`src/rtl/locked_mult_pkg.sv`:
```
// Shared types and constants for locked-multiplier sweep controllers.
package locked_mult_pkg;

    localparam int unsigned OP_W   = 8;
    localparam int unsigned RES_W  = 16;
    localparam int unsigned HD_W   = 21;
    localparam int unsigned LFSR_W = 16;
    localparam int unsigned CNT_W  = 4;
    localparam int unsigned VEC_W  = 16;
    localparam int unsigned POP_W  = 5;

    // Fibonacci taps 16,14,13,11 expressed as a mask over state bits 15,13,12,10
    localparam logic [LFSR_W-1:0] LFSR_TAPS    = 16'hB400;
    localparam logic [LFSR_W-1:0] DEFAULT_SEED = 16'hACE1;

    typedef enum logic [1:0] {
        ST_IDLE   = 2'd0,
        ST_DRIVE  = 2'd1,
        ST_REPORT = 2'd2
    } state_e;

endpackage

```
`src/rtl/locked_mult_vec_lfsr.sv`:
```
// 16-bit Fibonacci LFSR with synchronous load, single step and zero-seed guard.
module locked_mult_vec_lfsr
    import locked_mult_pkg::*;
(
    input  logic              clk_i,
    input  logic              rst_i,
    input  logic              load_i,
    input  logic              step_i,
    input  logic [LFSR_W-1:0] seed_i,
    output logic [LFSR_W-1:0] state_o,
    output logic [LFSR_W-1:0] next_c
);

    logic [LFSR_W-1:0] state_q;
    logic [LFSR_W-1:0] state_d;

    // An all-zero state would lock up, so a zero seed becomes 1
    always_comb begin
        state_d = state_q;
        if (load_i) begin
            state_d = (seed_i == '0) ? LFSR_W'(1) : seed_i;
        end else if (step_i) begin
            state_d = {state_q[LFSR_W-2:0], ^(state_q & LFSR_TAPS)};
        end
    end

    always_ff @(posedge clk_i) begin
        if (rst_i) begin
            state_q <= '0;
        end else begin
            state_q <= state_d;
        end
    end

    assign state_o = state_q;
    assign next_c  = state_d;

endmodule

```
`src/rtl/locked_mult_key_sweep_ctrl.sv`:
```
// Per-key sweep of pseudo-random operand pairs through an XOR-locked 8x8 multiplier,
// reporting mismatching-vector count and summed bit-error Hamming distance.
module locked_mult_key_sweep_ctrl
    import locked_mult_pkg::*;
#(
    parameter int unsigned       N_VEC      = 256,
    parameter int unsigned       SETTLE_CYC = 2,
    parameter logic [LFSR_W-1:0] SEED       = DEFAULT_SEED,
    parameter int unsigned       KEY_W      = 32
) (
    input  logic             clk_i,
    input  logic             rst_i,
    input  logic [KEY_W-1:0] key_i,
    input  logic             key_valid_i,
    output logic             key_ready_o,
    input  logic             abort_i,
    output logic [OP_W-1:0]  mult_op1_o,
    output logic [OP_W-1:0]  mult_op2_o,
    output logic [KEY_W-1:0] mult_key_o,
    input  logic [RES_W-1:0] mult_result_i,
    output logic [KEY_W-1:0] res_key_o,
    output logic [RES_W-1:0] res_err_vec_o,
    output logic [HD_W-1:0]  res_hd_o,
    output logic             res_valid_o,
    input  logic             res_ready_i,
    output logic             busy_o
);

    localparam logic [CNT_W-1:0] SAMPLE_CNT = CNT_W'(SETTLE_CYC);
    localparam logic [VEC_W-1:0] LAST_VEC   = VEC_W'(N_VEC - 1);

    state_e             state_q, state_d;
    logic [KEY_W-1:0]   key_q, key_d;
    logic [VEC_W-1:0]   vec_q, vec_d;
    logic [CNT_W-1:0]   cnt_q, cnt_d;
    logic [RES_W-1:0]   err_q, err_d;
    logic [HD_W-1:0]    hd_q, hd_d;
    logic [RES_W-1:0]   golden_q, golden_d;
    logic               key_ready_q, key_ready_d;
    logic               res_valid_q, res_valid_d;
    logic               busy_q, busy_d;

    logic               lfsr_load_c;
    logic               lfsr_step_c;
    logic [LFSR_W-1:0]  lfsr_state;
    logic [LFSR_W-1:0]  lfsr_next;
    logic [RES_W-1:0]   diff_c;
    logic [POP_W-1:0]   pop_c;
    logic               sample_c;

    locked_mult_vec_lfsr u_lfsr (
        .clk_i   (clk_i),
        .rst_i   (rst_i),
        .load_i  (lfsr_load_c),
        .step_i  (lfsr_step_c),
        .seed_i  (SEED),
        .state_o (lfsr_state),
        .next_c  (lfsr_next)
    );

    // Golden product tracks the operands that will be on the bus next cycle
    assign golden_d = RES_W'(lfsr_next[LFSR_W-1 -: OP_W]) * RES_W'(lfsr_next[OP_W-1:0]);

    always_comb begin
        diff_c = mult_result_i ^ golden_q;
        pop_c  = '0;
        for (int unsigned i = 0; i < RES_W; i++) begin
            pop_c = pop_c + POP_W'(diff_c[i]);
        end
    end

    always_comb begin
        state_d     = state_q;
        key_d       = key_q;
        vec_d       = vec_q;
        cnt_d       = cnt_q;
        err_d       = err_q;
        hd_d        = hd_q;
        lfsr_load_c = 1'b0;
        lfsr_step_c = 1'b0;
        sample_c    = (state_q == ST_DRIVE) && (cnt_q == SAMPLE_CNT);

        if (abort_i && (state_q != ST_IDLE)) begin
            state_d = ST_IDLE;
            vec_d   = '0;
            cnt_d   = '0;
            err_d   = '0;
            hd_d    = '0;
        end else begin
            unique case (state_q)
                ST_IDLE: begin
                    if (key_valid_i && key_ready_q) begin
                        state_d     = ST_DRIVE;
                        key_d       = key_i;
                        lfsr_load_c = 1'b1;
                        vec_d       = '0;
                        cnt_d       = '0;
                        err_d       = '0;
                        hd_d        = '0;
                    end
                end
                ST_DRIVE: begin
                    if (sample_c) begin
                        cnt_d = '0;
                        vec_d = vec_q + VEC_W'(1);
                        hd_d  = hd_q + HD_W'(pop_c);
                        if (diff_c != '0) begin
                            err_d = err_q + RES_W'(1);
                        end
                        // Last vector does not step so operands hold through REPORT/IDLE
                        if (vec_q == LAST_VEC) begin
                            state_d = ST_REPORT;
                        end else begin
                            lfsr_step_c = 1'b1;
                        end
                    end else begin
                        cnt_d = cnt_q + CNT_W'(1);
                    end
                end
                ST_REPORT: begin
                    if (res_ready_i) begin
                        state_d = ST_IDLE;
                    end
                end
                default: state_d = ST_IDLE;
            endcase
        end

        key_ready_d = (state_d == ST_IDLE);
        res_valid_d = (state_d == ST_REPORT);
        busy_d      = (state_d != ST_IDLE);
    end

    always_ff @(posedge clk_i) begin
        if (rst_i) begin
            state_q     <= ST_IDLE;
            key_q       <= '0;
            vec_q       <= '0;
            cnt_q       <= '0;
            err_q       <= '0;
            hd_q        <= '0;
            golden_q    <= '0;
            key_ready_q <= 1'b0;
            res_valid_q <= 1'b0;
            busy_q      <= 1'b0;
        end else begin
            state_q     <= state_d;
            key_q       <= key_d;
            vec_q       <= vec_d;
            cnt_q       <= cnt_d;
            err_q       <= err_d;
            hd_q        <= hd_d;
            golden_q    <= golden_d;
            key_ready_q <= key_ready_d;
            res_valid_q <= res_valid_d;
            busy_q      <= busy_d;
        end
    end

    assign key_ready_o   = key_ready_q;
    assign res_valid_o   = res_valid_q;
    assign busy_o        = busy_q;
    assign mult_op1_o    = lfsr_state[LFSR_W-1 -: OP_W];
    assign mult_op2_o    = lfsr_state[OP_W-1:0];
    assign mult_key_o    = key_q;
    assign res_key_o     = key_q;
    assign res_err_vec_o = err_q;
    assign res_hd_o      = hd_q;

endmodule

```
`config.mk`:
```
export PLATFORM = sky130hd
export DESIGN_NAME = locked_mult_key_sweep_ctrl
export DESIGN_NICKNAME = d
export VERILOG_FILES = /design/src/rtl/locked_mult_pkg.sv /design/src/rtl/locked_mult_vec_lfsr.sv /design/src/rtl/locked_mult_key_sweep_ctrl.sv
export SDC_FILE = /design/constraint.sdc
export NUM_CORES = 1
export LEC_CHECK = 0
export CAP_MARGIN = 0
export CORE_MARGIN = 4
export CORE_UTILIZATION = 25
export CTS_CLUSTER_SIZE = 14
export DETAILED_ROUTE_END_ITERATION = 8
export PLACE_DENSITY = 0.46
export SLEW_MARGIN = 0
export SYNTH_ARGS = -nofsm -noshare
export SYNTH_HDL_FRONTEND = slang
export SYNTH_SLANG_ARGS = --single-unit
```
`constraint.sdc`:
```
create_clock -name clk_i -period 18 [get_ports clk_i]
set_clock_uncertainty 0.05 [all_clocks]
set_input_delay 3.6 -clock clk_i [delete_from_list [all_inputs] [get_ports clk_i]]
set_output_delay 3.6 -clock clk_i [all_outputs]
set_load 0.005 [all_outputs]
```
# Word level (Yosys, flattened, before mapping)
# Cells that the tools add are included.
dict set report totals {
  regBits 126
  memories 0
  input_bits 53
  rom_bits 0
  elab_cells 83
  ramBits 0
  latchBits 0
}
dict set report classes {
  n_mul 1
  div_mod_pow 0
  bitwise 2
  mux 27
  n_addsub 19
  reduce_logical 15
  magnitude_cmp 0
  n_shift 0
  eq_ne 8
}
# operator count
set ops {}
lappend ops {{$mux 16} 6}
lappend ops {{$pmux 16 s2} 2}
lappend ops {{$add 5x1->5} 11}
lappend ops {{$mux 21} 2}
lappend ops {{$pmux 21 s2} 1}
lappend ops {{$add 16x1->16 const B} 2}
lappend ops {{$add 21x5->21} 1}
lappend ops {{$eq 16x8->1 const B} 1}
lappend ops {{$mul 8x8->16} 1}
lappend ops {{$reduce_bool 16->1} 1}
lappend ops {{$reduce_xor 16->1} 1}
lappend ops {{$xor 16x16->16} 1}
lappend ops {{$mux 2} 5}
lappend ops {{$mux 4} 2}
lappend ops {{$pmux 4 s2} 1}
lappend ops {{$mux 1} 7}
lappend ops {{$pmux 2 s3} 1}
lappend ops {{$reduce_and 3->1} 2}
lappend ops {{$reduce_bool 2->1} 3}
lappend ops {{$add 4x1->5} 1}
lappend ops {{$add 3x1->4} 1}
lappend ops {{$add 4x1->4 const B} 1}
lappend ops {{$eq 2x2->1 const B} 2}
lappend ops {{$eq 4x2->1 const B} 1}
lappend ops {{11 further kinds} 15}

# Depth between registers and ports, before layout
# Gate-level depths: netlist of run 1.
dict set report logic_depth {
  ltp_word 19
  mapped_depth 25
  depth_no_buf 23
}

# By module
# A second synthesis of run 1 with hierarchy kept.
dict set report hier_totals {
  hier_cells 970
  area_unflattened_um2 8266.7
}
# module cells_each n_inst area_each_um2
set by_module_without_submodules {}
lappend by_module_without_submodules {locked_mult_key_sweep_ctrl 875 1 7447.1}
lappend by_module_without_submodules {locked_mult_vec_lfsr 95 1 819.5}

# Worst setup path before layout of run 1
# No wires, ideal clock.
dict set report synth_timing {
  path_kind {input-to-reg}
  from {in abort_i}
  to {reg golden_q[15]}
  cell_stages 20
  arrival_time_ps 8423
  slack_ps 9399
  required_time_ps 17822
  cell_sequence {nor3_1 o21ai_2 buf_2 mux2_2 nand2_1 or2_2 fa_1 fa_1 inv_1 fa_1 inv_1 fa_1 inv_1 ha_1 o21a_1 o31a_1 o41a_1 a41oi_1 xnor2_1 nor2_1}
}
dict set report synth_via {
  elab_chain_cells 5
}
# item line
set synth_rtl {}
lappend synth_rtl {{start: declaration} locked_mult_key_sweep_ctrl.sv:16} ;# input logic abort_i,
lappend synth_rtl {{$logic_and 1x1->1 *} locked_mult_key_sweep_ctrl.sv:83} ;# if (abort_i && (state_q != ST_IDLE)) begin
lappend synth_rtl {{$mux 1} locked_mult_key_sweep_ctrl.sv:83}
lappend synth_rtl {{$mux 16} locked_mult_vec_lfsr.sv:22} ;# end else if (step_i) begin
lappend synth_rtl {{$mux 16 *} locked_mult_vec_lfsr.sv:20} ;# if (load_i) begin
lappend synth_rtl {{$mul 8x8->16 *} locked_mult_key_sweep_ctrl.sv:62} ;# assign golden_d = RES_W'(lfsr_next[LFSR_W-1 -: OP_W]) * RES_W'(lfsr_next[OP_W-1:0]);
lappend synth_rtl {{end signal: assignment} locked_mult_key_sweep_ctrl.sv:153} ;# golden_q <= golden_d;
lappend synth_rtl {{end: declaration} locked_mult_key_sweep_ctrl.sv:38} ;# logic [RES_W-1:0] golden_q, golden_d;
# Mark *: on every way between the ends. The rest lies on a longest branch, timed or not.
# A chain may end at the register's enable or synchronous reset.

# Final worst setup path of run 1
dict set report layout_timing {
  from {in abort_i}
  to {reg golden_q[13]}
}
# Same word-level chain as after synthesis.

==> results of run 1 <==
where the power goes:
part	leakage (nW)	switching (mW)	internal, mW
combinational	2.87	0.0831	0.0721
clock	0.313	0.143	0.234
sequential	1.02	0.00623	0.286
layer usage:
layer	GRT usage, %	wire length, µm	vias up
li1	-	-	3396
met1	16.96	10370	3248
met2	22.13	11200	122
met3	2.787	834	17
met4	2.901	245	0
met5	0	0	-
path summary, 6_finish.rpt:
kind	cells after the start	slack [ps]	to
worst min register to register	2	420	mult_key_o[22]
worst min-delay path	2	420	mult_key_o[22]
worst max register to register	20	11280	golden_q[13]
worst max-delay path	19	8920	golden_q[13]
final cells by class:
cell class / count / area share (%)
inverters: 72 / 2.574
clock buffers: 17 / 4.052
multi-input cells: 677 / 45.72
clock inverters: 15 / 1.990
repair buffers: 179 / 16.85
flip-flops and latches: 126 / 24.03
well taps: 402 / 4.791
sequential cells by signal, indices dropped and copies added (netlist names):
| name | count |
|---|---|
| res_valid_o | 1 |
| state_q | 2 |
| golden_q | 16 |
| busy_o | 1 |
| res_err_vec_o | 16 |
| cnt_q | 4 |
| res_hd_o | 21 |
| u_lfsr.state_o | 16 |
| key_ready_o | 1 |
| mult_key_o | 32 |
| vec_q | 16 |
cells in the final DEF (no fill, tap or decap), types with 16 or more instances in the layout:
| master | n |
|---|---|
| nand2_1 | 105 |
| clkdlybuf4s50_1 | 171 |
| inv_1 | 72 |
| o21ai_0 | 23 |
| or3_1 | 17 |
| clkbuf_16 | 17 |
| ha_1 | 48 |
| a21oi_1 | 70 |
| xnor2_1 | 22 |
| dfxtp_1 | 126 |
| fa_1 | 48 |
| nor2_1 | 133 |
| nand3_1 | 16 |
| xor2_1 | 22 |
metrics by stage:
| stage | hold slack (ps) | setup WS [ps] | util [%] | power, mW | instances |
|---|---|---|---|---|---|
| after floorplan | 393.8 | 9399 | - | 0.4017 | 946 |
| after global placement | 408.1 | 8551 | 31.34 | 0.4547 | 1456 |
| after detailed placement | 416.6 | 8448 | 31.34 | 0.4569 | 1456 |
| after CTS | 426.2 | 8906 | 33.36 | 0.8385 | 1488 |
| after global routing | 439.7 | 8592 | 33.36 | 0.8764 | 1488 |
| final | 423.3 | 8924 | 33.36 | 0.8250 | 1488 |
worst max-delay path, delay by kind of cell:
kind / cells / cell delay (ps)
AOI/OAI and AO/OA: 4 / 840
buffers and inverters: 3 / 570
muxes: 1 / 380
and+or+nand+nor: 5 / 1280
xor gates and xnor gates: 1 / 180
adders and majority gates: 5 / 2450
logic make-up after synthesis:
kind of cell | Yosys count | synth area share, %
and+or+nand+nor | 372 | 21.76
AOI/OAI and AO/OA | 146 | 11.44
buffers and inverters | 143 | 8.268
DFF | 126 | 31.63
adders and majority gates | 96 | 19.58
xor gates and xnor gates | 44 | 4.832
muxes | 19 | 2.495
==> flow_summary_export.csv, run 1 <==
group,metric,value,unit
final_layout,fin_nets,1222,
sta,worst_pin_slew,949.8,ps
sta,fin_crit,9076,ps
worst_setup_path,crit_arrival,9310,ps
outcome,status,"finished clean",
cts,clock_path_buffers,2,
floorplanning,die_h,186.6,µm
final_layout,regArea,2522,µm²
run,drv_cap,0,
sta,rsz0062_at_grt,"false",
placement,place_area,9864,µm²
synth,post_synth.cell_area_avg,8.430,µm²
global_route,grt_pass1_wl,36920,µm
route,wl_per_cell,15.22,µm
floorplanning,ios,173,
worst_setup_path,worstSetupStartpointType,"input pin",
final_layout,multi_input_area,4800,µm²
synth,yosys_warnings,0,
synth,postSynthCellCount,946,
sta,slew_headroom,36.67,%
worst_setup_path,worstPathMaxFanout,17,
cts,cts_resized,0,
cts,hold_buffers,0,
worst_setup_path,critPathSlowestCell,"fa_1",
global_route,antenna_found_initial,0,
cts,tritoncts,"built",
cts,cts_made_buffers,17,
power,cellPowerDensity,78.58,nW/µm²
cts,h-tree-depth,4,
placement,port_buffers,172,
global_route,track_usage,12.99,%
cts,cts_sinks,126,
global_route,grt_overflow,0,
global_route,grt_max_degree,72,
floorplanning,rows,65,
synth,synth_most_common_cell,"nor2_1",
worst_setup_path,crit_top_cell,"fa_1",
route,wirelength,22650,µm
sta,period_share,50.42,%
route,drt_iter0_drc,341,
sta,finalHoldViolations,0,
route,vias,6783,
hold_path,hp-class,"flop to flop",
worst_setup_path,crit_start,"abort_i",
final_layout,drive_gt1_share,6.630,%
final_layout,fill_cells,3277,
synth,ys_seq_area_share,31.63,%
worst_setup_path,slowest_delay,540,ps
worst_setup_path,cp-end-kind,"flop",
sta,max_freq,110.2,MHz
worst_setup_path,path_cells,"clkdlybuf4s50_1 -> nor3_1 -> o21ai_2 -> mux2_2 -> nor2_1 -> nor2_1 -> fa_1 -> fa_1 -> fa_1 -> inv_1 -> fa_1 -> inv_1 -> ha_1 -> or2_2 -> o31a_1 -> o41a_1 -> a21boi_0 -> xor2_1 -> nor2_1",
synth,netlist.area_leader.share,31.63,%
sta,maxSlewViolCount,0,
power,p_leak,4.202,nW
cts,postCtsSetupRepairBufs,0,
floorplanning,dieArea,34820,µm²
synth,synth_edf_count,0,
sta,setup_tns,0,ps
cts,clock_latency,420,ps
hold_path,hold_start,"mult_key_o[22]",
floorplanning,initial_core_util,25.34,%
synth,syn_nets,1095,
synth,netlist_area,7975,µm²
synth,synthTopCellsByCount,"nor2_1, dfxtp_1, nand2_1",
power,ir_worst_vdd,0.06095,mV
route,drc_errors,0,
sta,setup_viol,0,
synth,synth_seq_cells,126,
route,drt_pass1_iterations,7,
floorplanning,core-area,31470,µm²
floorplanning,die-width,186.6,µm
synth,ys_types,58,
global_route,grt_pass1_vias,6651,
synth,ys_async_sr_fraction,0,%
placement,gp_congestion,0.7828,
worst_setup_path,r2r_start,"vec_q[0]",
worst_setup_path,cp.required,18230,ps
cts,cts.clk_slew.worst_paths,70,ps
route,ant_nets,0,
synth,synth.area.top_cells,"dfxtp_1, fa_1, ha_1",
final_layout,area_growth,31.64,%
worst_setup_path,crit_type,"input pin to flop",
synth,synth_ff_type,"dfxtp_1",
route,viasPerCell,4.558,
final_layout,antenna_cells,0,
placement,hpwl,17050,µm
cts,root_buffer,"clkbuf_16",
synth,synth_area_leader_cell,"dfxtp_1",
final_layout,stdcell_area,10500,µm²
Power figures use the tool's default switching activity.
==> run 2: changes to the inputs <==
- PLACE_DENSITY: 0.46 -> 0.48
- clock period: 18 -> 7.84 ns (I/O delays scaled with it)
==> run 2 against run 1 <==
  * Largest cell class unchanged
  * Critical path depth is the same
  * Flip-flop and latch count did not move
  * Critical path type unchanged
  * First-iteration DRC count shrank 15%
  * Global-route usage shrank 0.20 points
  * Non-clock buffer count up 4
  * Total power grew 120%
  * Critical endpoint is now golden_q[15]
==> flow_summary_export.csv, run 2 (synthesis gave the netlist of run 1 again) <==
group,metric,value,unit
outcome,status,"finished clean",
run,drv_cap,0,
worst_setup_path,critPathSlowestCell,"fa_1",
cts,cts_resized,0,
final_layout,stdcell_area,10460,µm²
global_route,grt_overflow,0,
hold_path,whs_endpoint,"mult_key_o[16]",
final_layout,area_growth,31.09,%
cts,hold_buffers,0,
placement,hpwl,17000,µm
power,ir_worst_vdd,0.1400,mV
power,cellPowerDensity,171.5,nW/µm²
hold_path,min_path_cells,2,
final_layout,fill_cells,3304,
final_layout,fin_nets,1226,
cts,root_buffer,"clkbuf_16",
sta,fin_crit,7080,ps
global_route,grt_pass1_vias,6523,
final_layout,drive_gt1_share,6.795,%
floorplanning,die_h,186.6,µm
worst_setup_path,crit_family,"adder cells",
worst_setup_path,regToRegSetupSlack,1100,ps
sta,slew_headroom,37.94,%
sta,rsz0062_at_grt,"false",
cts,tritoncts,"built",
floorplanning,rows,65,
route,drt_iter0_drc,289,
placement,placement.setup.worst_slack,343.0,ps
global_route,track_usage,12.78,%
worst_setup_path,crit_arrival,7310,ps
sta,finalHoldViolations,0,
sta,max_freq,141.2,MHz
sta,setup_viol,0,
final_layout,antenna_cells,0,
floorplanning,core-area,31470,µm²
route,viasPerCell,4.560,
placement,gp_congestion,0.7886,
final_layout,final_util,33.22,%
final_layout,largest_register_ffs,32,
cts,h-tree-depth,4,
worst_setup_path,rr_endpoint,"golden_q[15]",
placement,dp.cells,1460,
sta,finalWorstSetupSlack,759.9,ps
worst_setup_path,cp.required,8070,ps
cts,cts_sinks,126,
cts,clock_path_buffers,2,
final_layout,final_common_cell,"clkdlybuf4s50_1",
sta,setup_tns,0,ps
worst_setup_path,worstSetupStartpointType,"input pin",
worst_setup_path,cp-end-kind,"flop",
floorplanning,dieArea,34820,µm²
placement,port_buffers,172,
worst_setup_path,path_cells,"clkdlybuf4s50_1 -> nor3_1 -> o21ai_2 -> mux2_2 -> nor2_1 -> nor2_1 -> fa_1 -> fa_1 -> fa_1 -> inv_1 -> fa_1 -> inv_1 -> ha_1 -> or2_2 -> o31a_1 -> o41a_1 -> a41oi_1 -> xnor2_1 -> nor2_1",
route,drc_errors,0,
route,wirelength,22580,µm
worst_setup_path,reg2reg_depth,20,
route,wl_per_cell,15.14,µm
floorplanning,die-width,186.6,µm
floorplanning,ios,173,
global_route,antenna_found_initial,0,
worst_setup_path,worstPathMaxFanout,17,
sta,worst_pin_slew,930.8,ps
floorplanning,initial_core_util,25.34,%
route,drt_pass1_iterations,4,
placement,place_area,9894,µm²
worst_setup_path,crit_type,"input pin to flop",
global_route,grt_pass1_wl,36050,µm
cts,postCtsSetupRepairBufs,0,
power,p_leak,4.179,nW
cts,clock_latency,420,ps
sta,period_share,90.31,%
global_route,grt_max_degree,72,
final_layout,layout.cells.non_filler,1491,
sta,maxSlewViolCount,0,
worst_setup_path,slowest_delay,540,ps
hold_path,hold_start,"mult_key_o[16]",
worst_setup_path,r2r_start,"vec_q[0]",
hold_path,hp-class,"flop to flop",
worst_setup_path,crit_top_cell,"fa_1",
worst_setup_path,cp_num_buf_inv,3,
final_layout,final_cell_mix,"clkdlybuf4s50_1, nor2_1, dfxtp_1",
route,vias,6799,
route,ant_nets,0,
cts,cts.clk_slew.worst_paths,60,ps
cts,cts_made_buffers,17,
## run 2: worst max-delay path by stage
stage / startpoint / end / slack, ps / cells past startpoint
6_report: abort_i / golden_q[15] / 760 / 19
3_5_place_dp: abort_i / golden_q[15] / 340 / 19
5_1_grt: abort_i / golden_q[15] / 410 / 19
4_1_cts: abort_i / golden_q[15] / 780 / 19
2_1_floorplan: abort_i / golden_q[15] / 1270 / 20
3_3_place_gp: abort_i / golden_q[15] / 440 / 19
## run 2: routing by layer
metal	wire length, µm	up-vias	share of wire (%)	GRT usage [%]
li1	-	3390	-	-
met3	844	10	3.7	2.918
met4	170	0	0.75	2.759
met1	10530	3273	47	16.78
met2	11040	126	49	21.60
met5	0	-	0	0
## run 2: worst min-delay path: stages, from the launching register on
cell and delay [ps]:
dfxtp_1 310, nand2_1 50, a21oi_1 50
## run 2: cell type report
class / count / area (µm²) / share of cell area (%)
tap: 402 / 503.0 / 4.811
timing repair buffer: 183 / 1799 / 17.21
clock inverter: 10 / 90.09 / 0.8617
sequential: 126 / 2522 / 24.13
clock buffer: 21 / 470.5 / 4.500
multi-input combinational: 677 / 4800 / 45.91
inverter: 72 / 270.3 / 2.585
## run 2: power breakdown
group / total, mW / leakage, nW / internal (mW) / switching (mW)
registers: 0.672 / 1.02 / 0.658 / 0.0145
clock network: 0.761 / 0.271 / 0.458 / 0.303
logic: 0.360 / 2.89 / 0.168 / 0.192
total: 1.79 / 4.18 / 1.28 / 0.510
## run 2: per-stage QoR
stage | total power, mW | hold WS, ps
floorplan | 0.9223 | 393.8
global route | 1.910 | 436.6
CTS | 1.832 | 419.2
global placement | 1.045 | 407.5
detailed placement | 1.051 | 410.2
finish | 1.793 | 415.7
==> run 3: changes to the inputs <==
- ABC_CLOCK_PERIOD_IN_PS: not set -> 7840
==> results of run 3 <==
No change in the layout: final DEF, timing and power equal those of run 2.
